[src/rtl/crc_ctrl_pkg.sv]
// Shared types and constants for the CRC engine sharing controller.
//   state_t    : controller sequencing states
//   CRC32_POLY : default CRC-32 generator polynomial (33 bits, implicit x^32 included)
//   idx_width  : width of a requester index, never below one bit
package crc_ctrl_pkg;

  typedef enum logic [1:0] {
    StIdle,
    StLaunch,
    StWait,
    StResp
  } state_t;

  localparam logic [32:0] CRC32_POLY = 33'h104C11DB7;

  function automatic int unsigned idx_width(input int unsigned n);
    return (n > 1) ? $clog2(n) : 1;
  endfunction

endpackage

[src/rtl/crc_rr_arb.sv]
// Combinational round-robin priority search.
//   req : request vector, one bit per requester
//   ptr : index holding highest priority this round
//   gnt : one-hot grant (all zero when nothing requests)
//   idx : binary index of the granted requester
//   any : at least one request present
module crc_rr_arb
  import crc_ctrl_pkg::*;
#(
  parameter int unsigned NREQ = 4,
  localparam int unsigned IW  = idx_width(NREQ)
) (
  input  logic [NREQ-1:0] req,
  input  logic [IW-1:0]   ptr,
  output logic [NREQ-1:0] gnt,
  output logic [IW-1:0]   idx,
  output logic            any
);

  logic [IW:0]   sum;
  logic [IW-1:0] cand;

  always_comb begin
    idx  = '0;
    any  = 1'b0;
    sum  = '0;
    cand = '0;
    // Walk from ptr upward, wrapping at NREQ-1; first hit wins.
    for (int unsigned k = 0; k < NREQ; k++) begin
      sum = {1'b0, ptr} + (IW+1)'(k);
      if (sum >= (IW+1)'(NREQ)) begin
        sum = sum - (IW+1)'(NREQ);
      end
      cand = sum[IW-1:0];
      if (!any && req[cand]) begin
        any = 1'b1;
        idx = cand;
      end
    end
    gnt = any ? (NREQ'(1) << idx) : '0;
  end

endmodule

[src/rtl/crc_share_ctrl.sv]
// Shares one CRC engine between NREQ requesters with round-robin arbitration.
// Each job is accepted, launched on the engine, waited on (with a timeout
// watchdog) and answered with the captured CRC plus match/error flags.
//   clk, rst           : clock (rising edge), asynchronous active-low reset
//   req_valid/ready    : per-requester job handshake (ready is one-hot, IDLE only)
//   req_data/poly/exp  : packed per-requester job data, polynomial, expected CRC
//   eng_start          : one-cycle launch pulse to the engine
//   eng_data/poly      : job operands, stable from launch until the wait ends
//   eng_done/crc       : engine completion pulse and its result
//   resp_*             : response handshake, requester id, CRC, ok and error flags
//   busy               : controller is not idle
module crc_share_ctrl
  import crc_ctrl_pkg::*;
#(
  parameter int unsigned WIDTH   = 32,
  parameter int unsigned NREQ    = 4,
  parameter int unsigned TIMEOUT = 64,
  localparam int unsigned IW     = idx_width(NREQ),
  localparam int unsigned TW     = $clog2(TIMEOUT)
) (
  input  logic                      clk,
  input  logic                      rst,
  input  logic [NREQ-1:0]           req_valid,
  output logic [NREQ-1:0]           req_ready,
  input  logic [NREQ*WIDTH-1:0]     req_data,
  input  logic [NREQ*(WIDTH+1)-1:0] req_poly,
  input  logic [NREQ*WIDTH-1:0]     req_exp,
  output logic                      eng_start,
  output logic [WIDTH-1:0]          eng_data,
  output logic [WIDTH:0]            eng_poly,
  input  logic                      eng_done,
  input  logic [WIDTH-1:0]          eng_crc,
  output logic                      resp_valid,
  input  logic                      resp_ready,
  output logic [IW-1:0]             resp_id,
  output logic [WIDTH-1:0]          resp_crc,
  output logic                      resp_ok,
  output logic                      resp_err,
  output logic                      busy
);

  state_t           state_q, state_d;
  logic [IW-1:0]    ptr_q, ptr_d;
  logic [TW-1:0]    timer_q, timer_d;
  logic [WIDTH-1:0] data_q, data_d;
  logic [WIDTH:0]   poly_q, poly_d;
  logic [WIDTH-1:0] exp_q, exp_d;
  logic [IW-1:0]    id_q, id_d;
  logic [WIDTH-1:0] crc_q, crc_d;
  logic             ok_q, ok_d;
  logic             err_q, err_d;

  logic [NREQ-1:0]  gnt;
  logic [IW-1:0]    gnt_idx;
  logic             gnt_any;

  crc_rr_arb #(
    .NREQ (NREQ)
  ) u_arb (
    .req (req_valid),
    .ptr (ptr_q),
    .gnt (gnt),
    .idx (gnt_idx),
    .any (gnt_any)
  );

  always_comb begin
    state_d = state_q;
    ptr_d   = ptr_q;
    timer_d = timer_q;
    data_d  = data_q;
    poly_d  = poly_q;
    exp_d   = exp_q;
    id_d    = id_q;
    crc_d   = crc_q;
    ok_d    = ok_q;
    err_d   = err_q;
    unique case (state_q)
      StIdle: begin
        // A grant implies the matching req_valid bit is high, so it is an accept.
        if (gnt_any) begin
          data_d  = req_data[32'(gnt_idx) * WIDTH +: WIDTH];
          poly_d  = req_poly[32'(gnt_idx) * (WIDTH + 1) +: (WIDTH + 1)];
          exp_d   = req_exp[32'(gnt_idx) * WIDTH +: WIDTH];
          id_d    = gnt_idx;
          state_d = StLaunch;
        end
      end
      StLaunch: begin
        timer_d = '0;
        state_d = StWait;
      end
      StWait: begin
        // Completion takes precedence over an expiring watchdog.
        if (eng_done) begin
          crc_d   = eng_crc;
          ok_d    = (eng_crc == exp_q);
          err_d   = 1'b0;
          state_d = StResp;
        end else if (timer_q == TW'(TIMEOUT - 1)) begin
          crc_d   = '0;
          ok_d    = 1'b0;
          err_d   = 1'b1;
          state_d = StResp;
        end else begin
          timer_d = timer_q + 1'b1;
        end
      end
      StResp: begin
        if (resp_ready) begin
          ptr_d   = (id_q == IW'(NREQ - 1)) ? '0 : id_q + 1'b1;
          state_d = StIdle;
        end
      end
      default: state_d = StIdle;
    endcase
  end

  always_ff @(posedge clk or negedge rst) begin
    if (!rst) begin
      state_q <= StIdle;
      ptr_q   <= '0;
      timer_q <= '0;
      data_q  <= '0;
      poly_q  <= '0;
      exp_q   <= '0;
      id_q    <= '0;
      crc_q   <= '0;
      ok_q    <= 1'b0;
      err_q   <= 1'b0;
    end else begin
      state_q <= state_d;
      ptr_q   <= ptr_d;
      timer_q <= timer_d;
      data_q  <= data_d;
      poly_q  <= poly_d;
      exp_q   <= exp_d;
      id_q    <= id_d;
      crc_q   <= crc_d;
      ok_q    <= ok_d;
      err_q   <= err_d;
    end
  end

  // Reset gates req_ready so every output reads zero while rst is low.
  assign req_ready  = (state_q == StIdle && rst) ? gnt : '0;
  assign eng_start  = (state_q == StLaunch);
  assign eng_data   = data_q;
  assign eng_poly   = poly_q;
  assign resp_valid = (state_q == StResp);
  assign resp_id    = id_q;
  assign resp_crc   = crc_q;
  assign resp_ok    = ok_q;
  assign resp_err   = err_q;
  assign busy       = (state_q != StIdle);

endmodule

[config.mk]
export PLATFORM = sky130hd
export DESIGN_NAME = crc_share_ctrl
export DESIGN_NICKNAME = d
export VERILOG_FILES = /design/src/rtl/crc_ctrl_pkg.sv /design/src/rtl/crc_rr_arb.sv /design/src/rtl/crc_share_ctrl.sv
export SDC_FILE = /design/constraint.sdc
export NUM_CORES = 1
export LEC_CHECK = 0
export CELL_PAD_IN_SITES_DETAIL_PLACEMENT = 1
export CELL_PAD_IN_SITES_GLOBAL_PLACEMENT = 1
export CORE_AREA = 2 2 209 211
export CTS_CLUSTER_DIAMETER = 150
export DETAILED_ROUTE_END_ITERATION = 10
export DIE_AREA = 0 0 211 213
export PLACE_DENSITY = 0.72
export RECOVER_POWER = 25
export SLEW_MARGIN = 20
export SYNTH_ARGS = -nofsm -noshare
export SYNTH_HDL_FRONTEND = slang
export SYNTH_SLANG_ARGS = --single-unit
[constraint.sdc]
create_clock -name clk -period 1.8 [get_ports clk]
set_clock_uncertainty 0.15 [all_clocks]
set_input_delay 0.27 -clock clk [delete_from_list [all_inputs] [get_ports clk]]
set_output_delay 0.27 -clock clk [all_outputs]
set_load 0.02 [all_outputs]
; ---- Word level (Yosys, flattened, before mapping)
; Index checks and enable logic that the tools add are counted.
[totals]
input_bits = 428
reg_bits = 143
[op_classes]
eq_ne = 11
magnitude_cmp = 8
n_mul = 1
n_addsub = 9
n_reduce_logical = 16
mux = 37
shift = 4
[ops]
columns = op, count
row1 = $shiftx A128 B8 Y32, 2
row2 = $shiftx A132 B9 Y33, 1
row3 = $mux W32, 2
row4 = $eq A32 B32 Y1, 1
row5 = $mux W2, 13
row6 = $lt A2 B3 Y1 const B, 4
row7 = $mux W1, 12
row8 = $mux W6, 2
row9 = $pmux W6 S2, 1
row10 = $ge A3 B3 Y1 const B, 3
row11 = $bmux W1 S2, 4
row12 = $mul A2 B6 Y8 const B, 1
row13 = $mux W4, 2
row14 = $pmux W2 S4, 1
row15 = $sub A2 B1 Y2 const B, 4
row16 = $add A2 B2 Y3 const B, 2
row17 = $add A6 B1 Y6 const B, 1
row18 = $eq A2 B2 Y1 const B, 3
row19 = $eq A6 B6 Y1 const B, 1
row20 = $ne A2 B2 Y1 const B, 3
row21 = $reduce_and A2 Y1, 3
row22 = $reduce_and A3 Y1, 2
row23 = $reduce_bool A2 Y1, 3
row24 = $logic_and A1 B1 Y1, 4
row25 = other kinds (9), 11

; ---- Longest topological paths before layout
[depth]
depth_word = 17
depth_mapped = 9
mapped_depth_nobuf = 7

; ---- Modules after synthesis
; Synthesis repeated with hierarchy kept, for this count alone.
[unflattened]
hier_cells = 547
hier_area_um2 = 8325.5
[modules_own_cells]
columns = module, cells_per_inst, seq_area_each_um2, instances, area_per_inst_um2
row1 = crc_share_ctrl, 515, 3578.4, 1, 8142.8
row2 = crc_rr_arb, 32, 0.0, 1, 182.7

; ---- Worst setup path after synthesis
; Ideal clock, no wire load.
[synth_path]
path_kind = flip-flop to output port
startpoint = register state_q[0]
endpoint = output req_ready[0]
arrival_time_ps = 1948
path_slack_ps = -568
stages_incl_launch_ff = 8
required_ps = 1380
path_buffers = 1
path_cell_list = dfrtp_1 -> inv_1 -> ha_1 -> inv_1 -> nor2_2 -> clkbuf_1 -> nand2_1 -> nor3_1
[synth_via]
elab_chain_len = 3
[synth_rtl]
columns = item, line_no
row1 = from (decl), crc_share_ctrl.sv:42  ; state_t state_q, state_d;
row2 = from (signal assigned), crc_share_ctrl.sv:121  ; state_q <= StIdle;
row3 = from (signal assigned), crc_share_ctrl.sv:132  ; state_q <= state_d;
row4 = $logic_not A2 Y1, crc_share_ctrl.sv:146  ; assign req_ready = (state_q == StIdle && rst) ? gnt : '0;
row5 = $logic_and A1 B1 Y1, crc_share_ctrl.sv:146
row6 = $mux W4, crc_share_ctrl.sv:146
row7 = to (decl), crc_share_ctrl.sv:24  ; output logic [NREQ-1:0] req_ready,
; Every way passes these cells.

; ---- Worst setup path after layout
[layout_path]
startpoint = register ptr_q[1]
endpoint = output req_ready[2]
[layout_via]
elab_chain_len = 17
word_cells_on_any_way = 40
cone_classes = add/sub: 7 / order compare: 4 / shift: 1 / mux: 22 / reduce/logical: 6
[layout_rtl]
columns = item, line_no
row1 = from (decl), crc_share_ctrl.sv:43  ; logic [IW-1:0] ptr_q, ptr_d;
row2 = from (signal assigned), crc_share_ctrl.sv:133  ; ptr_q <= ptr_d;
row3 = branches (longest 15 deep; another with $add A2 B1 Y3), -
row4 = $mux W4 *, crc_rr_arb.sv:40  ; gnt = any ? (NREQ'(1) << idx) : '0;
row5 = $mux W4 *, crc_share_ctrl.sv:146
; Every way passes the cells marked *. The select of a mux whose other input is x is not followed.

==> results <==
registers in the layout, indices dropped and copies added (netlist names):
| name | count |
|---|---|
| resp_id | 2 |
| ptr_q | 2 |
| resp_err | 1 |
| resp_crc | 32 |
| exp_q | 32 |
| eng_data | 32 |
| timer_q | 6 |
| state_q | 2 |
| eng_poly | 33 |
| resp_ok | 1 |
cells by family after synthesis:
kind of cell               count (synthesis)
AOI/OAI and AO/OA                        347
xor gates and xnor gates                  32
adders and majority gates                  7
buffers and inverters                    195
DFF                                      143
muxes                                     98
and+or+nand+nor                          157
power by group through the flow:
stage / Sequential, mW / Combinational [mW] / Clock [mW]
6_report: 5.85 / 18.6 / 4.26
5_1_grt: 6.02 / 19.7 / 4.45
4_1_cts: 5.82 / 16.4 / 4.34
3_5_place_dp: 5.89 / 14.8 / 0
3_3_place_gp: 5.84 / 14.5 / 0
2_1_floorplan: 6.88 / 6.59 / 0
placed cells by master, fill, tap and decap left out, types with 6 or more instances in the layout:
| cell | n |
|---|---|
| clkdlybuf4s50_1 | 425 |
| dfrtp_1 | 140 |
| a211oi_2 | 118 |
| dlygate4sd2_1 | 102 |
| inv_1 | 100 |
| nor2_1 | 98 |
| buf_4 | 98 |
| a31oi_1 | 84 |
| mux2i_1 | 66 |
| a211oi_1 | 44 |
| buf_12 | 43 |
| buf_6 | 38 |
| a22o_1 | 34 |
| a211oi_4 | 32 |
| clkbuf_16 | 23 |
| mux2i_2 | 19 |
| xor2_1 | 15 |
| xnor2_1 | 14 |
| buf_8 | 13 |
| mux2i_4 | 12 |
| nand2_1 | 12 |
| a31oi_2 | 10 |
| buf_16 | 9 |
| nand4_1 | 7 |
| bufinv_16 | 6 |
critical path, stage by stage (launching register included):
cell     delay, ps
dfrtp_2        460
nor2b_4        190
o21ai_4         70
buf_6          130
and3_4         190
buf_6          130
nor3_4         180
buf_6          150
metrics by stage:
| stage | cells | setup slack, ps |
|---|---|---|
| 2_1_floorplan | 979 | -66.49 |
| 3_3_place_gp | 2095 | -856.3 |
| 3_5_place_dp | 2095 | -920.4 |
| 4_1_cts | 2167 | -604.0 |
| 5_1_grt | 2207 | -667.2 |
| 6_report | 2207 | -592.5 |
timing repair:
| item | CTS | global route |
|---|---|---|
| setup buffers | 30 | 35 |
| endpoints found under the hold margin | 17 | 0 |
| endpoints found under the setup margin | 247 | 144 |
| pin swaps | 94 | 111 |
| cloned | 12 | 9 |
| resized for setup | 261 | 152 |
| hold buffers | 1 | 0 |
layout make-up:
class | count | area [µm²] | area share, %
repair buffers | 738 | 7815 | 40.25
multi-input cells | 642 | 6261 | 32.24
flip-flops and latches | 143 | 3582 | 18.45
well taps | 546 | 683.2 | 3.518
clock buffers | 18 | 439.2 | 2.262
inverters | 103 | 391.6 | 2.017
clock inverters | 14 | 237.7 | 1.224
diodes | 3 | 7.507 | 0.03866
worst paths after layout:
kind,cells after the start,endpoint,from,slack [ps]
setup / recovery,7,req_ready[2],ptr_q[1]$_DFFE_PN0P_,-590
max in group asynchronous,4,exp_q[18]$_DFFE_PN0P_,rst,50
setup reg to reg,11,eng_data[10]$_DFFE_PN0P_,ptr_q[1]$_DFFE_PN0P_,-540
min in group asynchronous,3,eng_poly[5]$_DFFE_PN0P_,rst,450
hold reg to reg,1,resp_crc[23]$_DFFE_PN0P_,resp_crc[23]$_DFFE_PN0P_,350
hold / removal,3,eng_data[6]$_DFFE_PN0P_,req_data[102],320
per-layer routing:
metal / track usage, % / up-vias
li1: - / 4945
met1: 27.58 / 5639
met2: 40.37 / 464
met3: 5.104 / 86
met4: 8.718 / 0
met5: 0 / -
==> flow_summary.ini <==
[outcome]
status = complete, but fails checks
violations = negative setup slack

[sta]
fin_crit_ps = 2392
hold_viol_final = 0
fin_hold_ws_ps = 322.1
period_share_pct = 132.9
rsz0062_at_grt = true
tns_ps = -47070
fmax_mhz = 418.0
setup_viol = 142
worst_pin_slew_ps = 697.9
final.setup.worst_slack_ps = -592.5
slew_viol_final = 0
timing.slew.headroom_pct = 53.47

[pwr]
ir_worst_vdd_mv = 0.6537
p_sw_mw = 12.43
netSwitchingFraction_pct = 43.23
p_seq_share_pct = 20.4
power_density_nw_per_um2 = 1480
p_total_mw = 28.74
clockPowerShare_pct = 14.8
p_comb_share_pct = 64.8
internal_power_mw = 16.32
leakage_nw = 7.926

[global_route]
grtUsageTotal_pct = 23.06
grt_overflow = 0
antenna_found_initial = 3
grt_pass1_vias = 11786
grt_max_degree = 84
grt_pass1_wl_mm = 76.11

[logic_synthesis]
synthMuxAreaShare_pct = 10.92
synth.distinct_cells = 42
synthTopCellsByArea = dfrtp_1 (40%), a211oi_1 (16%), mux2i_1 (11%)
synth_edf_count = 0
ys_dominant_reg_cell = dfrtp_1
syn_area_per_cell_um2 = 9.189
synth-simple-area-share_pct = 7.608
netlist_instances = 979
yosysTopAreaCell = dfrtp_1
synth-xor-area-share_pct = 3.115
synth_top_family_by_area = compound AO/OA/AOI/OAI gates
synth_nets = 1414
synth-compound-area-share_pct = 28.01
ys_warn_count = 0
synth_seq_cells = 143
synth_top_cell_area_share_pct = 39.78
ys_seq_area_share_pct = 39.78
async_flop_share_pct = 100.0
synth_commonest_cells = a211oi_1 (194), dfrtp_1 (143), inv_1 (103)
synthAdderAreaFrac_pct = 0.9736
syn_area_um2 = 8996
synth_most_common_cell = a211oi_1

[cts]
cts_buffer_depth = 2
clock_latency_ps = 440
cts.sinks = 143
path_clk_slew_ps = 70
cts_buffers = 17
clock-root-buffer = clkbuf_16
htree_levels = 4
cts_tree = yes

[setup_path]
critPathArrivalTime_ps = 1970
end_kind = output port
path_max_fanout = 6
cp_data_required_time_ps = 1380
path_class = reg2out
start_kind = register

[layout]
drive_above_1_share_pct = 29.43
postLayoutCoreUtil_pct = 45.48
fillerInstances = 4637
nNetsFinal = 2080
design_area_um2 = 19420
syn_to_final_growth_pct = 115.8

[drt]
top_layer_used = met4
viasPerCell = 5.045
dr.pass1.iters = 4
wl_mm = 56.08
drtAntennaViolNets = 0
vias = 11134
wl_met3_mm = 3.016
wl_met2_mm = 28.61
met1_length_mm = 22.85
wl_per_cell_um = 25.41
drc = 0
drt_first_iter_violations = 648

[flow_run]
cap_violations = 0

[worst_hold_path]
hold_path_class = in2reg

[floorplanning]
dieArea_um2 = 44940
rows = 76
die-height_um = 213
die_w_um = 211
start_util_pct = 21.07
pin_count = 536
coreArea_um2 = 42700

[placement]
port_buffers = 535
dp_hpwl_mm = 38.14
dpl_cell_area_um2 = 16460
place.gp.congestion = 0.8844
Power figures use the tool's default switching activity.
